===== src/rtl/div_sequencer_pkg.sv =====
// Shared definitions for the sequential signed divider: state encoding,
// widths and the 32-bit adder with carry-in used by the datapath.
package div_sequencer_pkg;

    localparam int DATA_W   = 32;
    localparam int ITER_DEF = 32;

    typedef enum logic [1:0] {
        IDLE = 2'd0,
        RUN  = 2'd1,
        FIX  = 2'd2,
        DONE = 2'd3
    } state_t;

    // Returns {carry_out, sum}; subtraction is a + ~b with cin = 1.
    function automatic logic [DATA_W:0] add32(
        input logic [DATA_W-1:0] a,
        input logic [DATA_W-1:0] b,
        input logic              cin
    );
        return {1'b0, a} + {1'b0, b} + {{DATA_W{1'b0}}, cin};
    endfunction

    function automatic logic [DATA_W-1:0] negate32(input logic [DATA_W-1:0] x);
        return DATA_W'(add32(~x, '0, 1'b1));
    endfunction

endpackage


===== src/rtl/div_sequencer_operand_magnitude.sv =====
// Combinational magnitude and zero detect for one signed operand.
module operand_magnitude
    import div_sequencer_pkg::*;
(
    input  logic [DATA_W-1:0] i_x,
    output logic [DATA_W-1:0] o_mag,
    output logic              o_zero
);

    assign o_mag  = i_x[DATA_W-1] ? negate32(i_x) : i_x;
    assign o_zero = (i_x == '0);

endmodule


===== src/rtl/div_sequencer.sv =====
// Sequential signed divider: one restoring step per clock on operand
// magnitudes, followed by a sign-fix cycle and a one-cycle result pulse.
module div_sequencer
    import div_sequencer_pkg::*;
#(
    parameter int ITER = ITER_DEF
) (
    input  logic              clock,
    input  logic              reset,
    input  logic              ctrl_DIV,
    input  logic [DATA_W-1:0] data_operandA,
    input  logic [DATA_W-1:0] data_operandB,
    output logic [DATA_W-1:0] data_result,
    output logic              data_exception,
    output logic              data_resultRDY,
    output logic              busy
);

    localparam int               CNT_W = $clog2(ITER + 1);
    localparam logic [CNT_W-1:0] LAST  = CNT_W'(ITER - 1);

    state_t              r_state, w_next;
    logic [DATA_W:0]     r_rem;
    logic [DATA_W-1:0]   r_quo, r_dvs, r_result;
    logic [CNT_W-1:0]    r_cnt;
    logic                r_sign_a, r_sign_b, r_zero_a, r_zero_b, r_exc;

    logic [DATA_W-1:0]   w_mag_a, w_mag_b, w_neg;
    logic                w_zero_a, w_zero_b;
    logic [DATA_W:0]     w_rem_sh, w_sub, w_trial;
    logic                w_fits, w_neg_en, w_ovf;

    operand_magnitude u_mag_a (.i_x(data_operandA), .o_mag(w_mag_a), .o_zero(w_zero_a));
    operand_magnitude u_mag_b (.i_x(data_operandB), .o_mag(w_mag_b), .o_zero(w_zero_b));

    // 33-bit trial subtract: the low 32 bits go through the adder, the top
    // bit folds in the all-ones extension of ~{0,|B|} plus the adder carry.
    assign w_rem_sh = {r_rem[DATA_W-1:0], r_quo[DATA_W-1]};
    assign w_sub    = add32(w_rem_sh[DATA_W-1:0], ~r_dvs, 1'b1);
    assign w_trial  = {~(w_rem_sh[DATA_W] ^ w_sub[DATA_W]), w_sub[DATA_W-1:0]};
    assign w_fits   = ~w_trial[DATA_W];

    assign w_neg    = negate32(r_quo);
    assign w_neg_en = (r_sign_a ^ r_sign_b) & ~r_zero_a & (r_quo != '0);
    // Only MIN / -1 yields a same-sign quotient that does not fit in 31 bits.
    assign w_ovf    = ~(r_sign_a ^ r_sign_b) & r_quo[DATA_W-1];

    always_ff @(posedge clock or posedge reset) begin
        if (reset) r_state <= IDLE;
        else       r_state <= w_next;
    end

    // NOTE: every output of this block gets a default before the case, so no latch can form.
    always_comb begin
        w_next         = r_state;
        busy           = 1'b0;
        data_resultRDY = 1'b0;
        case (r_state)
            IDLE: ;
            RUN: begin
                busy = 1'b1;
                if (r_cnt == LAST) w_next = FIX;
            end
            FIX: begin
                busy   = 1'b1;
                w_next = DONE;
            end
            DONE: begin
                data_resultRDY = 1'b1;
                w_next         = IDLE;
            end
            default: w_next = IDLE;
        endcase
        if (ctrl_DIV) w_next = w_zero_b ? DONE : RUN;
    end

    // NOTE: non-blocking assignments so every register samples pre-edge values.
    always_ff @(posedge clock or posedge reset) begin
        if (reset) begin
            r_rem    <= '0;
            r_quo    <= '0;
            r_dvs    <= '0;
            r_cnt    <= '0;
            r_sign_a <= 1'b0;
            r_sign_b <= 1'b0;
            r_zero_a <= 1'b0;
            r_zero_b <= 1'b0;
            r_result <= '0;
            r_exc    <= 1'b0;
        end else if (ctrl_DIV) begin
            r_sign_a <= data_operandA[DATA_W-1];
            r_sign_b <= data_operandB[DATA_W-1];
            r_zero_a <= w_zero_a;
            r_zero_b <= w_zero_b;
            r_quo    <= w_mag_a;
            r_dvs    <= w_mag_b;
            r_rem    <= '0;
            r_cnt    <= '0;
            r_result <= '0;
            r_exc    <= w_zero_b;
        end else begin
            case (r_state)
                RUN: begin
                    r_rem <= w_fits ? w_trial : w_rem_sh;
                    r_quo <= {r_quo[DATA_W-2:0], w_fits};
                    r_cnt <= r_cnt + CNT_W'(1);
                end
                FIX: begin
                    r_result <= w_neg_en ? w_neg : r_quo;
                    r_exc    <= w_ovf | r_zero_b;
                end
                default: ;
            endcase
        end
    end

    assign data_result    = r_result;
    assign data_exception = r_exc;

endmodule


===== config.mk =====
export PLATFORM = sky130hd
export DESIGN_NAME = div_sequencer
export DESIGN_NICKNAME = d
export VERILOG_FILES = /design/src/rtl/div_sequencer_pkg.sv /design/src/rtl/div_sequencer_operand_magnitude.sv /design/src/rtl/div_sequencer.sv
export SDC_FILE = /design/constraint.sdc
export NUM_CORES = 1
export LEC_CHECK = 0
export CAP_MARGIN = 40
export CORE_ASPECT_RATIO = 1.4
export CORE_MARGIN = 2
export CORE_UTILIZATION = 50
export CTS_CLUSTER_SIZE = 8
export DETAILED_ROUTE_END_ITERATION = 8
export PLACE_DENSITY_LB_ADDON = 0.15
export RECOVER_POWER = 50
export SLEW_MARGIN = 20
export SYNTH_ARGS = -nofsm -noshare
export SYNTH_HDL_FRONTEND = slang
export SYNTH_HIERARCHICAL = 1
export SYNTH_SLANG_ARGS = --single-unit

===== constraint.sdc =====
create_clock -name clock -period 4.6 [get_ports clock]
set_clock_uncertainty 0.2 [all_clocks]
set_input_delay 0.92 -clock clock [delete_from_list [all_inputs] [get_ports clock]]
set_output_delay 0.92 -clock clock [all_outputs]
set_load 0.005 [all_outputs]

==> summary.md, run 1 <==
| Metric | Value |
|---|---|
| Post-synthesis mux area share | `0.0604` |
| Wire per inst | `17.3 µm` |
| Io pins | `102` |
| Slew HR | `-0.546` |
| Final #Nets | `1339` |
| RSZ-0062 raised after global routing | `false` |
| Antenna viol nets, final | `0` |
| Syn Std Cell Area | `between 10000 and 15000 µm²` |
| First-pass GRT wire length | `between 40000 and 50000 µm` |
| Synth Flop Type | `dfrtp_1` |
| Largest net degree at the start of global routing | `~130` |
| Final Hold Fails | `0` |
| Initial Util | `0.507` |
| CP Max Fanout | `14` |
| HPWL Detailed | `roughly 19000 µm` |
| Synth Warn # | `6` |
| Violated checks | `capacitance limit, slew limit` |
| Max Cap Viol | `2` |
| Post-synth EDFFs | `0` |
| Register clock-pin slew on the reported worst setup and hold paths | `~0.060 ns` |
| Post-Route WL | `between 20000 and 30000 µm` |
| Post-Layout Cell Count | `about 1500` |
| Post-synthesis compound-gate area fraction | `0.215` |
| PD cells | `527 nW/µm²` |
| Simple-Gate Fraction of Synth Area | `0.169` |
| VDD IR max | `approximately 0.00027 V` |
| P_leak | `between 0.004 and 0.005 µW` |
| Crit Path Category | `flip-flop to flip-flop` |
| I/O Buffers | `just over 100` |
| GRT Total Usage | `0.253` |
| Post-Synth XOR/XNOR Area | `0.103` |
| Async SR Flop Fraction | `1.00` |
| Maximum clock frequency | `between 0.2 and 0.3 GHz` |
| Slowest stage delay, CP | `~0.42 ns` |
| Status | `complete, but fails checks` |
| Slowest-stage cell, CP | `fa_1` |
| Max-slew violations | `170` |
| Hold WC Path Type | `flip-flop to flip-flop` |
| Chip Width | `approximately 120 µm` |
| Hold-fix buffers, CTS | `0` |
| Yosys top cell area share | `0.352` |
| Row Count | `between 60 and 70` |
| Synthesis-to-layout area growth | `17.5%` |
| Worst Tran Pin Value | `2.32 ns` |
| Vias in the first global route | `between 8000 and 9000` |
| WHS | `around 0.32 ns` |
| Worst Path Arrival | `around 4 ns` |
| Iter 0 DRT Violations | `481` |
| Req. time, crit path | `around 4.7 ns` |
| Mapped Nets | `between 1000 and 1500` |
| Largest family of logic cells by synthesized area | `compound AO/OA/AOI/OAI gates` |
| Syn Area/Cell | `between 8 and 9 µm²` |
| Synth cell count leaders | `dfrtp_1 (141), nand2_1 (140), o21ai_0 (111), nor2_1 (92), xnor2_1 (78)` |
| DR vias | `just under 9000` |
| Initial antenna violation count | `1` |
| CTS Buf Count | `17` |
| Power consumption | `about 6200 µW` |
| Fin crit period | `roughly 4 ns` |
| Layout cells sized above 1 | `0.0539` |
| Element type at the critical path end | `flip-flop` |
| Core area | `between 15000 and 20000 µm²` |
| CP Cell Sequence | `inv_1, ha_1, inv_1, fa_1, a211oi_1, o211ai_1, o2bb2ai_1, a21oi_1, or3_1, and3_1, buf_4, nor4_1, a311o_1` |
| CTS H-tree lvls | `4` |
| Drt drc | `0` |
| Top post-synthesis cells by area | `dfrtp_1 (35%), xnor2_1 (6.8%), mux2i_1 (5.6%), o21ai_0 (5.5%), nand2_1 (5.2%)` |
| Vias per inst | `~5.9` |
| Final setup viols | `0` |
| Adder-Cell Fraction of Synth Area | `0.0519` |
| CP startpoint kind | `flip-flop` |
| Total negative slack | `0 ns` |
| Full die area | `21200 µm²` |
| Cell variety after synth | `67` |
| Sequential cell area fraction in the yosys report | `0.352` |
| Clock Sinks | `between 100 and 150` |
| Synth Instances | `1164` |
| FF+latch count, synth | `around 140` |
| CTS tree | `built` |
| Post-synth top area cell | `dfrtp_1` |
| Root buffer cell | `clkbuf_16` |
| Gr ovfl total | `0` |
| Cell with the most instances after synthesis | `dfrtp_1` |
| Final core utilization | `0.596` |
| WP buf/inv | `3` |
| Period utilization | `0.846` |
| Die height | `~170 µm` |
| Critical path's most frequent cell | `inv_1` |
| Placed cells | `roughly 1500` |
| Post_cts resized | `0` |
| CP top delay family | `compound AO/OA/AOI/OAI gates` |
| GP Congestion | `between 0.9 and 1` |
| Worst skew pair latency | `approximately 0.44 ns` |
| Setup bufs post-CTS | `0` |
| Antenna Cells | `0` |
| Clk buf depth | `2` |
| Detailed Routing Iterations Pass 1 | `6` |
[state kept, by name (all words and copies together), names as in the netlist, 2 cells and up]
register,count
data_result,32
r_cnt,6
r_dvs,32
r_quo,32
r_rem,32
r_state,2
[cells in the final DEF (no fill, tap or decap), types with 9 or more instances in the layout]
cell | Yosys | routed
a211oi_1 | 60 | 60
a21o_1 | 12 | 12
a21oi_1 | 39 | 39
clkbuf_16 | 0 | 17
clkdlybuf4s50_1 | 0 | 96
dfrtp_1 | 141 | 141
ha_1 | 40 | 38
inv_1 | 56 | 55
mux2i_1 | 56 | 56
nand2_1 | 140 | 140
nand2b_1 | 9 | 9
nand3_1 | 16 | 16
nand4_1 | 11 | 11
nor2_1 | 92 | 92
nor3_1 | 17 | 17
nor4_1 | 10 | 10
o21ai_0 | 111 | 111
o31ai_1 | 36 | 36
o41ai_1 | 15 | 15
or3_1 | 18 | 18
xnor2_1 | 78 | 78
xor2_1 | 40 | 40
[worst reg2reg max path, delay by kind of cell, from the launching register on]
kind	cells	cell delay, ns
adders and majority gates	2	0.59
DFF	1	0.41
buffers and inverters	3	0.49
and+or+nand+nor	3	0.57
AOI/OAI and AO/OA	5	1.52
[cells by family (layout without fill, tap and decap cells)]
logic type	after synthesis	in the layout
XOR/XNOR	118	118
flip-flops	141	141
AO/OA/AOI/OAI	326	326
AND/OR/NAND/NOR	355	355
multiplexers	60	60
adder cells (fa/ha/maj)	41	41
buffers and inverters	123	203
[report_power, final]
group          leakage [µW]  internal [µW]  total [µW]  switching [µW]
registers           0.00182           1510        1790             277
clock network      0.000269            762        1380             620
logic               0.00285           1310        3040            1720
total               0.00493           3590        6210            2620
[final timing paths]
| path | from | slack [ns] | cells after the start | end |
|---|---|---|---|---|
| setup / recovery | r_quo[31] | 0.71 | 13 | r_rem[0] |
| hold / removal | r_zero_a | 0.32 | 1 | r_zero_a |
| setup reg to reg | r_quo[31] | 0.71 | 13 | r_rem[0] |
| hold reg to reg | r_zero_a | 0.32 | 1 | r_zero_a |
| max in group asynchronous | reset | 0.82 | 3 | r_quo[22] |
| min in group asynchronous | reset | 0.96 | 2 | data_result[9] |
[final cells by class]
| type | instances | area, µm² |
|---|---|---|
| fillers | 1787 | 7990 |
| well taps | 252 | 315 |
| flip-flops and latches | 141 | 3530 |
| repair buffers | 113 | 1120 |
| clock inverters | 14 | 144 |
| multi-input cells | 900 | 6030 |
| clock buffers | 18 | 429 |
| inverters | 58 | 219 |
[metal layers]
layer  up-vias  track usage  share of wire
li1       4334            -              -
met1      4212        0.287           0.41
met2       162        0.458           0.52
met3        58       0.0471          0.035
met4         2        0.106          0.035
met5         -            0        0.00050
[metrics by stage]
| stage | worst slack, ns | instance area (µm²) |
|---|---|---|
| floorplan | 1.17 | 10000 |
| global placement | 0.905 | 11200 |
| detailed placement | 0.797 | 11200 |
| CTS | 0.779 | 11800 |
| global route | 0.266 | 11800 |
| finish | 0.709 | 11800 |
Power figures use the tool's default switching activity.
==> inputs of run 2 (changes only) <==
==> constraint.sdc (replaced) <==
create_clock -name clock -period 4.05 [get_ports clock]
set_clock_uncertainty 0.2 [all_clocks]
set_input_delay 0.81 -clock clock [delete_from_list [all_inputs] [get_ports clock]]
set_output_delay 0.81 -clock clock [all_outputs]
set_load 0.005 [all_outputs]
==> summary.md, run 2 (same netlist as run 1, synthesis figures left out) <==
| Metric | Value |
|---|---|
| Worst Path Arrival | `roughly 3.8 ns` |
| Period utilization | `0.930` |
| Vias per inst | `between 5 and 6` |
| Iter 0 DRT Violations | `just over 500` |
| Req. time, crit path | `just over 4 ns` |
| Clk buf depth | `2` |
| Core area | `slightly below 20000 µm²` |
| P_leak | `0.00499 µW` |
| Largest net degree at the start of global routing | `~130` |
| Wire per inst | `about 17 µm` |
| Hold WC Path Type | `flip-flop to flip-flop` |
| PD cells | `just over 600 nW/µm²` |
| Setup bufs post-CTS | `0` |
| VDD IR max | `about 0.00030 V` |
| Worst Tran Pin Value | `approximately 2.1 ns` |
| CTS tree | `built` |
| Max Cap Viol | `3` |
| Gr ovfl total | `0` |
| CP startpoint kind | `flip-flop` |
| First-pass GRT wire length | `between 40000 and 50000 µm` |
| Chip Width | `between 100 and 150 µm` |
| Maximum clock frequency | `0.266 GHz` |
| GRT Total Usage | `0.253` |
| RSZ-0062 raised after global routing | `false` |
| Post-Layout Cell Count | `1504` |
| Post-Route WL | `25900 µm` |
| Drt drc | `0` |
| Element type at the critical path end | `flip-flop` |
| Multi-input combinational cell area | `between 6000 and 7000 µm²` |
| Final Hold Fails | `0` |
| Commonest non-fill, non-tap cell in the layout | `dfrtp_1` |
| CP Max Fanout | `10` |
| Worst skew pair latency | `0.43 ns` |
| Most frequent cells in the layout | `dfrtp_1 (141), nand2_1 (140), o21ai_0 (111)` |
| CP top delay family | `compound AO/OA/AOI/OAI gates` |
| DR vias | `about 9000` |
| Register clock-pin slew on the reported worst setup and hold paths | `roughly 0.06 ns` |
| Vias in the first global route | `8655` |
| Power consumption | `between 7000 and 8000 µW` |
| Hold-fix buffers, CTS | `0` |
| GP Congestion | `0.926` |
| Total negative slack | `0 ns` |
| Placed instance area | `about 11000 µm²` |
| I/O Buffers | `between 100 and 150` |
| Fin crit period | `between 3 and 4 ns` |
| Detailed Routing Iterations Pass 1 | `5` |
| WP buf/inv | `3` |
| CP Cell Sequence | `inv_1, ha_1, inv_1, fa_1, a211oi_1, o211ai_1, o2bb2ai_1, a21oi_1, or3_1, and3_2, buf_4, mux2i_1, a211oi_1` |
| Row Count | `61` |
| WHS | `0.320 ns` |
| CTS H-tree lvls | `4` |
| Violated checks | `capacitance limit, slew limit` |
| Status | `complete, but fails checks` |
| Slew HR | `-0.386` |
| Die height | `between 150 and 200 µm` |
| Synthesis-to-layout area growth | `18.3%` |
| Initial antenna violation count | `0` |
| Final #Nets | `1347` |
| Placed cells | `roughly 1500` |
| Crit Path Category | `flip-flop to flip-flop` |
| Antenna viol nets, final | `0` |
| Final Cell Area | `11900 µm²` |
| Root buffer cell | `clkbuf_16` |
| Antenna Cells | `0` |
| Layout cells sized above 1 | `0.0615` |
| CTS Buf Count | `17` |
| Slowest stage delay, CP | `around 0.42 ns` |
| Clock Sinks | `around 140` |
| Initial Util | `0.507` |
| HPWL Detailed | `between 15000 and 20000 µm` |
| Max-slew violations | `about 150` |
| Register Area | `about 3500 µm²` |
| Final setup viols | `0` |
| Fillers | `1809` |
| Io pins | `approximately 100` |
| Full die area | `roughly 21000 µm²` |
| Slowest-stage cell, CP | `fa_1` |
[run 2: changes by cell type in the layout (fill, tap and decap cells not counted), moves of 2 or more]
cell        previous run  this run
buf_4                  6        12
clkbuf_2               1         4
clkinvlp_4             4         1
clkinv_4               1         3
[run 2: final timing paths]
path / cells after the start / to / from / slack (ns)
hold reg to reg: 1 / r_dvs[0] / r_dvs[0] / 0.32
max in group asynchronous: 4 / data_result[31] / reset / 0.68
min in group asynchronous: 2 / r_quo[10] / reset / 0.49
setup reg to reg: 13 / r_rem[21] / r_quo[31] / 0.28
setup / recovery: 13 / r_rem[21] / r_quo[31] / 0.28
hold / removal: 1 / r_dvs[0] / r_dvs[0] / 0.32
[run 2: layout make-up]
| cell class | count | area share |
|---|---|---|
| flip-flops and latches | 141 | 0.297 |
| repair buffers | 121 | 0.0980 |
| inverters | 58 | 0.0185 |
| clock inverters | 14 | 0.0142 |
| clock buffers | 18 | 0.0370 |
| well taps | 252 | 0.0266 |
| multi-input cells | 900 | 0.508 |
[run 2: per-stage QoR]
stage	util	worst slack, ns
CTS	0.603	0.192
floorplan	-	0.623
detailed placement	0.572	0.174
finish	0.600	0.285
global route	0.600	0.0275
global placement	0.572	0.354
[run 2: metal layers]
layer	track usage	vias up	part of all wire
met5	0	-	0
met4	0.104	0	0.035
met3	0.0448	65	0.037
met2	0.458	197	0.53
met1	0.291	4248	0.40
li1	-	4349	-
[run 2: timing repair]
action                                  4_1_cts  5_1_grt
resized for setup                             0        1
endpoints found under the hold margin         0        0
endpoints found under the setup margin        0       10
[run 2: where the power goes]
| part | internal (µW) | leakage [µW] | total, µW | switching, µW |
|---|---|---|---|---|
| clock network | 947 | 0.000297 | 1630 | 688 |
| logic | 1520 | 0.00287 | 3480 | 1960 |
| registers | 1720 | 0.00182 | 2040 | 321 |
